File: src/rtl/tx_batch_dispatcher_if.sv
// Scheduler-to-dispatcher bundle: accepted-ID stream in,
// batch offer and status out.
interface tx_batch_dispatcher_if #(
  parameter int BATCH_SIZE = 4,
  parameter int FIFO_DEPTH = 16
);
  logic                               transaction_accepted;
  logic [63:0]                        inserted_programID;
  logic                               has_conflict;
  logic                               batch_valid;
  logic                               batch_ready;
  logic [BATCH_SIZE*64-1:0]           batch_ids;
  logic [$clog2(BATCH_SIZE+1)-1:0]    batch_count;
  logic [15:0]                        batch_seq;
  logic [$clog2(FIFO_DEPTH+1)-1:0]    fifo_level;
  logic                               fifo_full;
  logic                               overflow;
  logic [31:0]                        conflict_count;

  modport master (
    output transaction_accepted,
    output inserted_programID,
    output has_conflict,
    output batch_ready,
    input  batch_valid,
    input  batch_ids,
    input  batch_count,
    input  batch_seq,
    input  fifo_level,
    input  fifo_full,
    input  overflow,
    input  conflict_count
  );

  modport slave (
    input  transaction_accepted,
    input  inserted_programID,
    input  has_conflict,
    input  batch_ready,
    output batch_valid,
    output batch_ids,
    output batch_count,
    output batch_seq,
    output fifo_level,
    output fifo_full,
    output overflow,
    output conflict_count
  );
endinterface

File: src/rtl/tx_batch_dispatcher.sv
// Buffers accepted program IDs and offers them to the
// executor in fixed-size batches, flushing partials on timeout.
module tx_batch_dispatcher #(
  parameter int BATCH_SIZE     = 4,
  parameter int FIFO_DEPTH     = 16,
  parameter int TIMEOUT_CYCLES = 8
) (
  input logic                  clk,
  input logic                  rst_n,
  tx_batch_dispatcher_if.slave bus
);
  localparam int CW = $clog2(BATCH_SIZE + 1);
  localparam int LW = $clog2(FIFO_DEPTH + 1);
  localparam int PW = (FIFO_DEPTH > 1) ? $clog2(FIFO_DEPTH) : 1;
  localparam int TW = $clog2(TIMEOUT_CYCLES);
  localparam int BW = BATCH_SIZE * 64;

  typedef enum logic [1:0] {
    S_COLLECT,
    S_LOAD,
    S_OFFER
  } state_e;

  state_e        state_q, state_d;
  logic [TW-1:0] timer_q, timer_d;
  logic [LW-1:0] level_q, level_d;
  logic [PW-1:0] rd_q, rd_d;
  logic [PW-1:0] wr_q, wr_d;
  logic          full_q;
  logic          ovf_q;
  logic [BW-1:0] ids_q, ids_d;
  logic [BW-1:0] slots;
  logic [CW-1:0] cnt_q, cnt_d;
  logic [CW-1:0] n_avail;
  logic [CW-1:0] n_pop;
  logic          valid_q, valid_d;
  logic [15:0]   seq_q, seq_d;
  logic [31:0]   confl_q, confl_d;
  logic [63:0]   mem_q [FIFO_DEPTH];
  logic          is_full;
  logic          push;
  logic          drop;
  logic          at_batch;

  // Full check is on the pre-edge level; a same-edge pop does not help.
  assign is_full  = (level_q == LW'(FIFO_DEPTH));
  assign push     = bus.transaction_accepted & ~is_full;
  assign drop     = bus.transaction_accepted & is_full;
  assign at_batch = (level_q >= LW'(BATCH_SIZE));

  assign n_avail = at_batch ? CW'(BATCH_SIZE) : CW'(level_q);
  assign n_pop   = (state_q == S_LOAD) ? n_avail : '0;

  always_comb begin
    slots = '0;
    for (int i = 0; i < BATCH_SIZE; i++) begin
      if (i < int'(n_avail)) begin
        slots[i*64 +: 64] =
          mem_q[PW'((int'(rd_q) + i) % FIFO_DEPTH)];
      end
    end
  end

  always_comb begin
    state_d = state_q;
    timer_d = timer_q;
    ids_d   = ids_q;
    cnt_d   = cnt_q;
    valid_d = valid_q;
    seq_d   = seq_q;
    unique case (state_q)
      S_COLLECT: begin
        if (level_q == '0 || at_batch) begin
          timer_d = '0;
        end else begin
          timer_d = timer_q + TW'(1);
        end
        if (at_batch ||
            (level_q != '0 &&
             timer_q == TW'(TIMEOUT_CYCLES - 1))) begin
          state_d = S_LOAD;
        end
      end
      S_LOAD: begin
        ids_d   = slots;
        cnt_d   = n_avail;
        valid_d = 1'b1;
        timer_d = '0;
        state_d = S_OFFER;
      end
      S_OFFER: begin
        timer_d = '0;
        if (bus.batch_ready) begin
          valid_d = 1'b0;
          seq_d   = seq_q + 16'd1;
          state_d = S_COLLECT;
        end
      end
      default: state_d = S_COLLECT;
    endcase
  end

  always_comb begin
    level_d = level_q - LW'(n_pop) + LW'(push);
    rd_d    = PW'((int'(rd_q) + int'(n_pop)) % FIFO_DEPTH);
    wr_d    = push ? PW'((int'(wr_q) + 1) % FIFO_DEPTH) : wr_q;
    confl_d = confl_q;
    if (bus.has_conflict && confl_q != '1) begin
      confl_d = confl_q + 32'd1;
    end
  end

  always_ff @(posedge clk) begin
    if (push) begin
      mem_q[wr_q] <= bus.inserted_programID;
    end
  end

  always_ff @(posedge clk or negedge rst_n) begin
    if (!rst_n) begin
      state_q <= S_COLLECT;
      timer_q <= '0;
      level_q <= '0;
      rd_q    <= '0;
      wr_q    <= '0;
      full_q  <= 1'b0;
      ovf_q   <= 1'b0;
      ids_q   <= '0;
      cnt_q   <= '0;
      valid_q <= 1'b0;
      seq_q   <= '0;
      confl_q <= '0;
    end else begin
      state_q <= state_d;
      timer_q <= timer_d;
      level_q <= level_d;
      rd_q    <= rd_d;
      wr_q    <= wr_d;
      full_q  <= (level_d == LW'(FIFO_DEPTH));
      ovf_q   <= ovf_q | drop;
      ids_q   <= ids_d;
      cnt_q   <= cnt_d;
      valid_q <= valid_d;
      seq_q   <= seq_d;
      confl_q <= confl_d;
    end
  end

  assign bus.batch_valid    = valid_q;
  assign bus.batch_ids      = ids_q;
  assign bus.batch_count    = cnt_q;
  assign bus.batch_seq      = seq_q;
  assign bus.fifo_level     = level_q;
  assign bus.fifo_full      = full_q;
  assign bus.overflow       = ovf_q;
  assign bus.conflict_count = confl_q;
endmodule

File: src/flat_wrapper.sv
// flat-port wrapper written by rule: the top's interface ports become plain ports
module tx_batch_dispatcher_flat 
#(
  parameter int BATCH_SIZE     = 4,
  parameter int FIFO_DEPTH     = 16,
  parameter int TIMEOUT_CYCLES = 8
)
  (clk, rst_n, bus_transaction_accepted, bus_inserted_programID, bus_has_conflict, bus_batch_ready, bus_batch_valid, bus_batch_ids, bus_batch_count, bus_batch_seq, bus_fifo_level, bus_fifo_full, bus_overflow, bus_conflict_count);
  tx_batch_dispatcher_if #(.BATCH_SIZE(BATCH_SIZE), .FIFO_DEPTH(FIFO_DEPTH)) bus_i ();
  input logic clk;
  input logic rst_n;
  input wire logic [$bits(bus_i.transaction_accepted)-1:0] bus_transaction_accepted;
  input wire logic [$bits(bus_i.inserted_programID)-1:0] bus_inserted_programID;
  input wire logic [$bits(bus_i.has_conflict)-1:0] bus_has_conflict;
  input wire logic [$bits(bus_i.batch_ready)-1:0] bus_batch_ready;
  output wire logic [$bits(bus_i.batch_valid)-1:0] bus_batch_valid;
  output wire logic [$bits(bus_i.batch_ids)-1:0] bus_batch_ids;
  output wire logic [$bits(bus_i.batch_count)-1:0] bus_batch_count;
  output wire logic [$bits(bus_i.batch_seq)-1:0] bus_batch_seq;
  output wire logic [$bits(bus_i.fifo_level)-1:0] bus_fifo_level;
  output wire logic [$bits(bus_i.fifo_full)-1:0] bus_fifo_full;
  output wire logic [$bits(bus_i.overflow)-1:0] bus_overflow;
  output wire logic [$bits(bus_i.conflict_count)-1:0] bus_conflict_count;
  assign bus_i.transaction_accepted = bus_transaction_accepted;
  assign bus_i.inserted_programID = bus_inserted_programID;
  assign bus_i.has_conflict = bus_has_conflict;
  assign bus_i.batch_ready = bus_batch_ready;
  assign bus_batch_valid = bus_i.batch_valid;
  assign bus_batch_ids = bus_i.batch_ids;
  assign bus_batch_count = bus_i.batch_count;
  assign bus_batch_seq = bus_i.batch_seq;
  assign bus_fifo_level = bus_i.fifo_level;
  assign bus_fifo_full = bus_i.fifo_full;
  assign bus_overflow = bus_i.overflow;
  assign bus_conflict_count = bus_i.conflict_count;
  tx_batch_dispatcher #(.BATCH_SIZE(BATCH_SIZE), .FIFO_DEPTH(FIFO_DEPTH), .TIMEOUT_CYCLES(TIMEOUT_CYCLES)) u_core (.clk(clk), .rst_n(rst_n), .bus(bus_i));
endmodule
File: config.mk
export PLATFORM = sky130hd
export DESIGN_NAME = tx_batch_dispatcher_flat
export DESIGN_NICKNAME = d
export VERILOG_FILES = /design/src/rtl/tx_batch_dispatcher_if.sv /design/src/rtl/tx_batch_dispatcher.sv /design/src/flat_wrapper.sv
export SDC_FILE = /design/constraint.sdc
export NUM_CORES = 2
export LEC_CHECK = 0
export ABC_CLOCK_PERIOD_IN_PS = 7800
export CORE_UTILIZATION = 60
export DETAILED_ROUTE_END_ITERATION = 16
export PLACE_DENSITY = 0.86
export SYNTH_ARGS = -nofsm -noshare
export SYNTH_HDL_FRONTEND = slang
export SYNTH_SLANG_ARGS = --single-unit
export TNS_END_PERCENT = 20
File: constraint.sdc
create_clock -name clk -period 7.8 [get_ports clk]
set_input_delay 1.56 -clock clk [delete_from_list [all_inputs] [get_ports clk]]
set_output_delay 1.56 -clock clk [all_outputs]
set_load 0.005 [all_outputs]
==> impl_metrics.py <==
metrics = {
    "run_status": {
        "status": "finished, final reports clean",
    },
    "yosys": {
        "yosysTopAreaCellShare": 0.415,
        "synthesis.nets": 4253,
        "yosys.area.top_type": "edfxtp_1",
        "synth-edff-count": 1024,
        "synth_common_cells": "edfxtp_1, mux4_2, mux2i_1",
        "ys_ff_latch": 1352,
        "async_flop_share": 0.243,
        "synth_area_leaders": "edfxtp_1, mux4_2, dfrtp_1",
        "syn_area_per_cell_um2": 17.8,
        "synth_area_mm2": 0.0741,
        "ys_warn_count": 0,
        "post-synth-top-count-cell": "edfxtp_1",
        "synth_cell_types": 53,
        "synthCells": 4155,
        "ys.flop_type": "edfxtp_1",
        "ys_seq_area_frac": 0.526,
    },
    "worst_hold_path": {
        "holdCritPathClass": "flop to flop",
        "hold_depth": 1,
    },
    "timing": {
        "min_period_ns": 4.57,
        "skew_ns": 0.0297,
        "period_share": 0.586,
        "fmax_mhz": 219,
        "worst_slew_pin_slew_ns": 1.21,
        "fin_setup_tns_ns": 0,
        "hold_viol": 0,
        "rsz0062_at_grt": "no",
        "slew_violations": 0,
        "relSlewSlack": 0.194,
        "finalSetupViolCount": 0,
    },
    "clock_network": {
        "clk_latency_ns": 0.77,
        "cts_max_level": 4,
        "clock-sinks": 1352,
        "hold_buffers": 0,
        "cts-resized-gates": 0,
        "cts_tree": "yes",
        "cts_buffers": 143,
        "clockBufferDepth": 3,
        "cts_root_buf": "clkbuf_16",
        "post_cts_buffers": 0,
        "clkSlewWorstSetupHoldPaths_ns": 0.06,
    },
    "route": {
        "ant_nets": 0,
        "vias": 47800,
        "viasPerCell": 7.79,
        "drt-initial-drc-count": 7084,
        "drc_errors": 0,
        "highest_layer": "met5",
        "drt_first_pass_iters": 6,
        "route.met2.wl_mm": 105,
        "dr_wl_met3_mm": 27.0,
        "drt-total-wl_mm": 215,
        "wl_met1_mm": 70.5,
        "drt-wirelength-per-cell_um": 35.0,
    },
    "finish": {
        "area_delta_synth_final_pct": 13.8,
        "fin_cells": 6137,
        "regArea_mm2": 0.0390,
        "nFillCells": 7357,
        "multi_input_area_mm2": 0.0337,
        "fin_area_mm2": 0.0843,
        "fin_nets": 4484,
        "drive_gt1_frac": 0.302,
    },
    "worst_setup_path": {
        "cp_max_fo": 125,
        "cp_slowest_cell": "buf_4",
        "reg2regPathDepth": 7,
        "crit_path_end_kind": "flop",
        "crit_type": "flop to flop",
        "worstPathArrival_ns": 5.23,
        "crit_chain": "buf_12 > buf_4 > buf_4 > mux4_2 > mux2i_1 > o22ai_1 > a21o_1",
        "slowest_delay_ns": 0.96,
        "worst_ep_required_time_ns": 8.46,
        "cpMostUsedCell": "buf_4",
        "start_kind": "flop",
    },
    "place": {
        "dp.cells": 5866,
        "io_buffers": 383,
        "place.gp.congestion": 0.832,
        "placed_area_mm2": 0.0795,
        "dp_hpwl_mm": 119,
    },
    "floorplan": {
        "start_util": 0.606,
        "fp.coreArea_mm2": 0.122,
        "die-area_mm2": 0.125,
        "die_x_um": 353,
        "ios": 384,
        "die_y_um": 353,
        "rows": 128,
    },
    "global_routing": {
        "overflow": 0,
        "grt_pass1_vias": 48300,
        "grt_use_total": 0.345,
        "antenna_found_initial": 14,
        "grt_pass1_wl_mm": 317,
        "grt_start_max_net_pins": 145,
    },
    "power_and_ir_drop": {
        "ir_worst_vdd_uv": 679,
        "clockPowerShare": 0.187,
        "p_total_w": 0.0374,
        "power_density_mw_per_mm2": 444,
        "switching_power_w": 0.0144,
        "p_leak_nw": 29.3,
        "seqPwrFrac": 0.281,
        "pwr-share-comb": 0.531,
        "p_int_w": 0.0230,
        "swShare": 0.385,
    },
    "job": {
        "cap_violations": 0,
    },
}
-- state kept, by name (all words and copies together), names as in the netlist, 2 cells and up --
signal                     flops
u_core.mem_q                1024
u_core.bus.batch_ids         256
u_core.bus.conflict_count     32
u_core.bus.batch_seq          16
u_core.bus.fifo_level          5
u_core.rd_q                    4
u_core.wr_q                    4
u_core.bus.batch_count         3
u_core.timer_q                 3
u_core.state_q                 2
-- per-layer routing --
layer  vias to the layer above  global-route usage
li1                      18300                   -
met1                     24800               0.445
met2                      4023               0.551
met3                       740              0.0812
met4                        18               0.183
met5                         -                   0
-- power groups by stage --
stage	Sequential [W]	Clock (W)	Combinational, W
finish	0.0105	0.00701	0.0199
global route	0.0106	0.00729	0.0208
CTS	0.0105	0.00704	0.0197
detailed placement	0.0106	0	0.0195
global placement	0.0105	0	0.0191
floorplan	0.00997	0	0.0140
-- cells in the final DEF (no fill, tap or decap), drive strengths merged, types with 27 or more instances in the layout --
master and count:
o221ai 126, a21oi 72, dfrtp 328, mux4 1018
clkdlybuf4s50 382, a21o 70, clkbuf 184, o21ai 67
xnor2 33, nand3 29, buf 80, nor2 88
nand2 185, edfxtp 1024, clkinv 53, mux2i 508
o22ai 64, ha 27
-- layout make-up --
| class | count | share of cell area |
|---|---|---|
| multi-input combinational | 2407 | 0.400 |
| clock inverter | 80 | 0.0113 |
| antenna | 7 | 0.000208 |
| tap | 1625 | 0.0241 |
| inverter | 20 | 0.000979 |
| timing repair buffer | 462 | 0.0554 |
| sequential | 1352 | 0.462 |
| clock buffer | 184 | 0.0458 |
-- worst paths after layout --
kind	end	start	slack, ns
worst max-delay path	u_core.bus.batch_ids[230]	u_core.rd_q[0]	3.23
worst min-delay path	u_core.bus.batch_ids[206]	u_core.bus.batch_ids[206]	0.48
worst max register to register	u_core.bus.batch_ids[230]	u_core.rd_q[0]	3.23
worst min register to register	u_core.bus.batch_ids[206]	u_core.bus.batch_ids[206]	0.48
max in group asynchronous	u_core.bus.conflict_count[18]	rst_n	5.53
min in group asynchronous	u_core.bus.batch_ids[125]	rst_n	0.87
-- through the flow --
step | utilization | worst slack (ns) | hold WS, ns
finish | 0.690 | 3.23 | 0.475
floorplan | - | 0.641 | 0.465
CTS | 0.690 | 3.16 | 0.481
global route | 0.690 | 2.83 | 0.500
global placement | 0.650 | 2.77 | 0.456
detailed placement | 0.650 | 2.70 | 0.469
-- worst max-delay path: cells and delay by family (launching register included) --
kind            cells  cell delay (ns)
buf+inv             3             2.39
compound gates      2             0.30
flops               1             0.80
mux                 2             0.80
-- kinds of logic after synthesis --
logic type | count (synthesis) | share of synthesized area
adder cells (fa/ha/maj) | 29 | 0.00510
multiplexers | 1529 | 0.378
AO/OA/AOI/OAI | 420 | 0.0394
AND/OR/NAND/NOR | 371 | 0.0218
XOR/XNOR | 58 | 0.00686
buffers and inverters | 396 | 0.0227
flip-flops | 1352 | 0.526
Power figures use the tool's default switching activity.
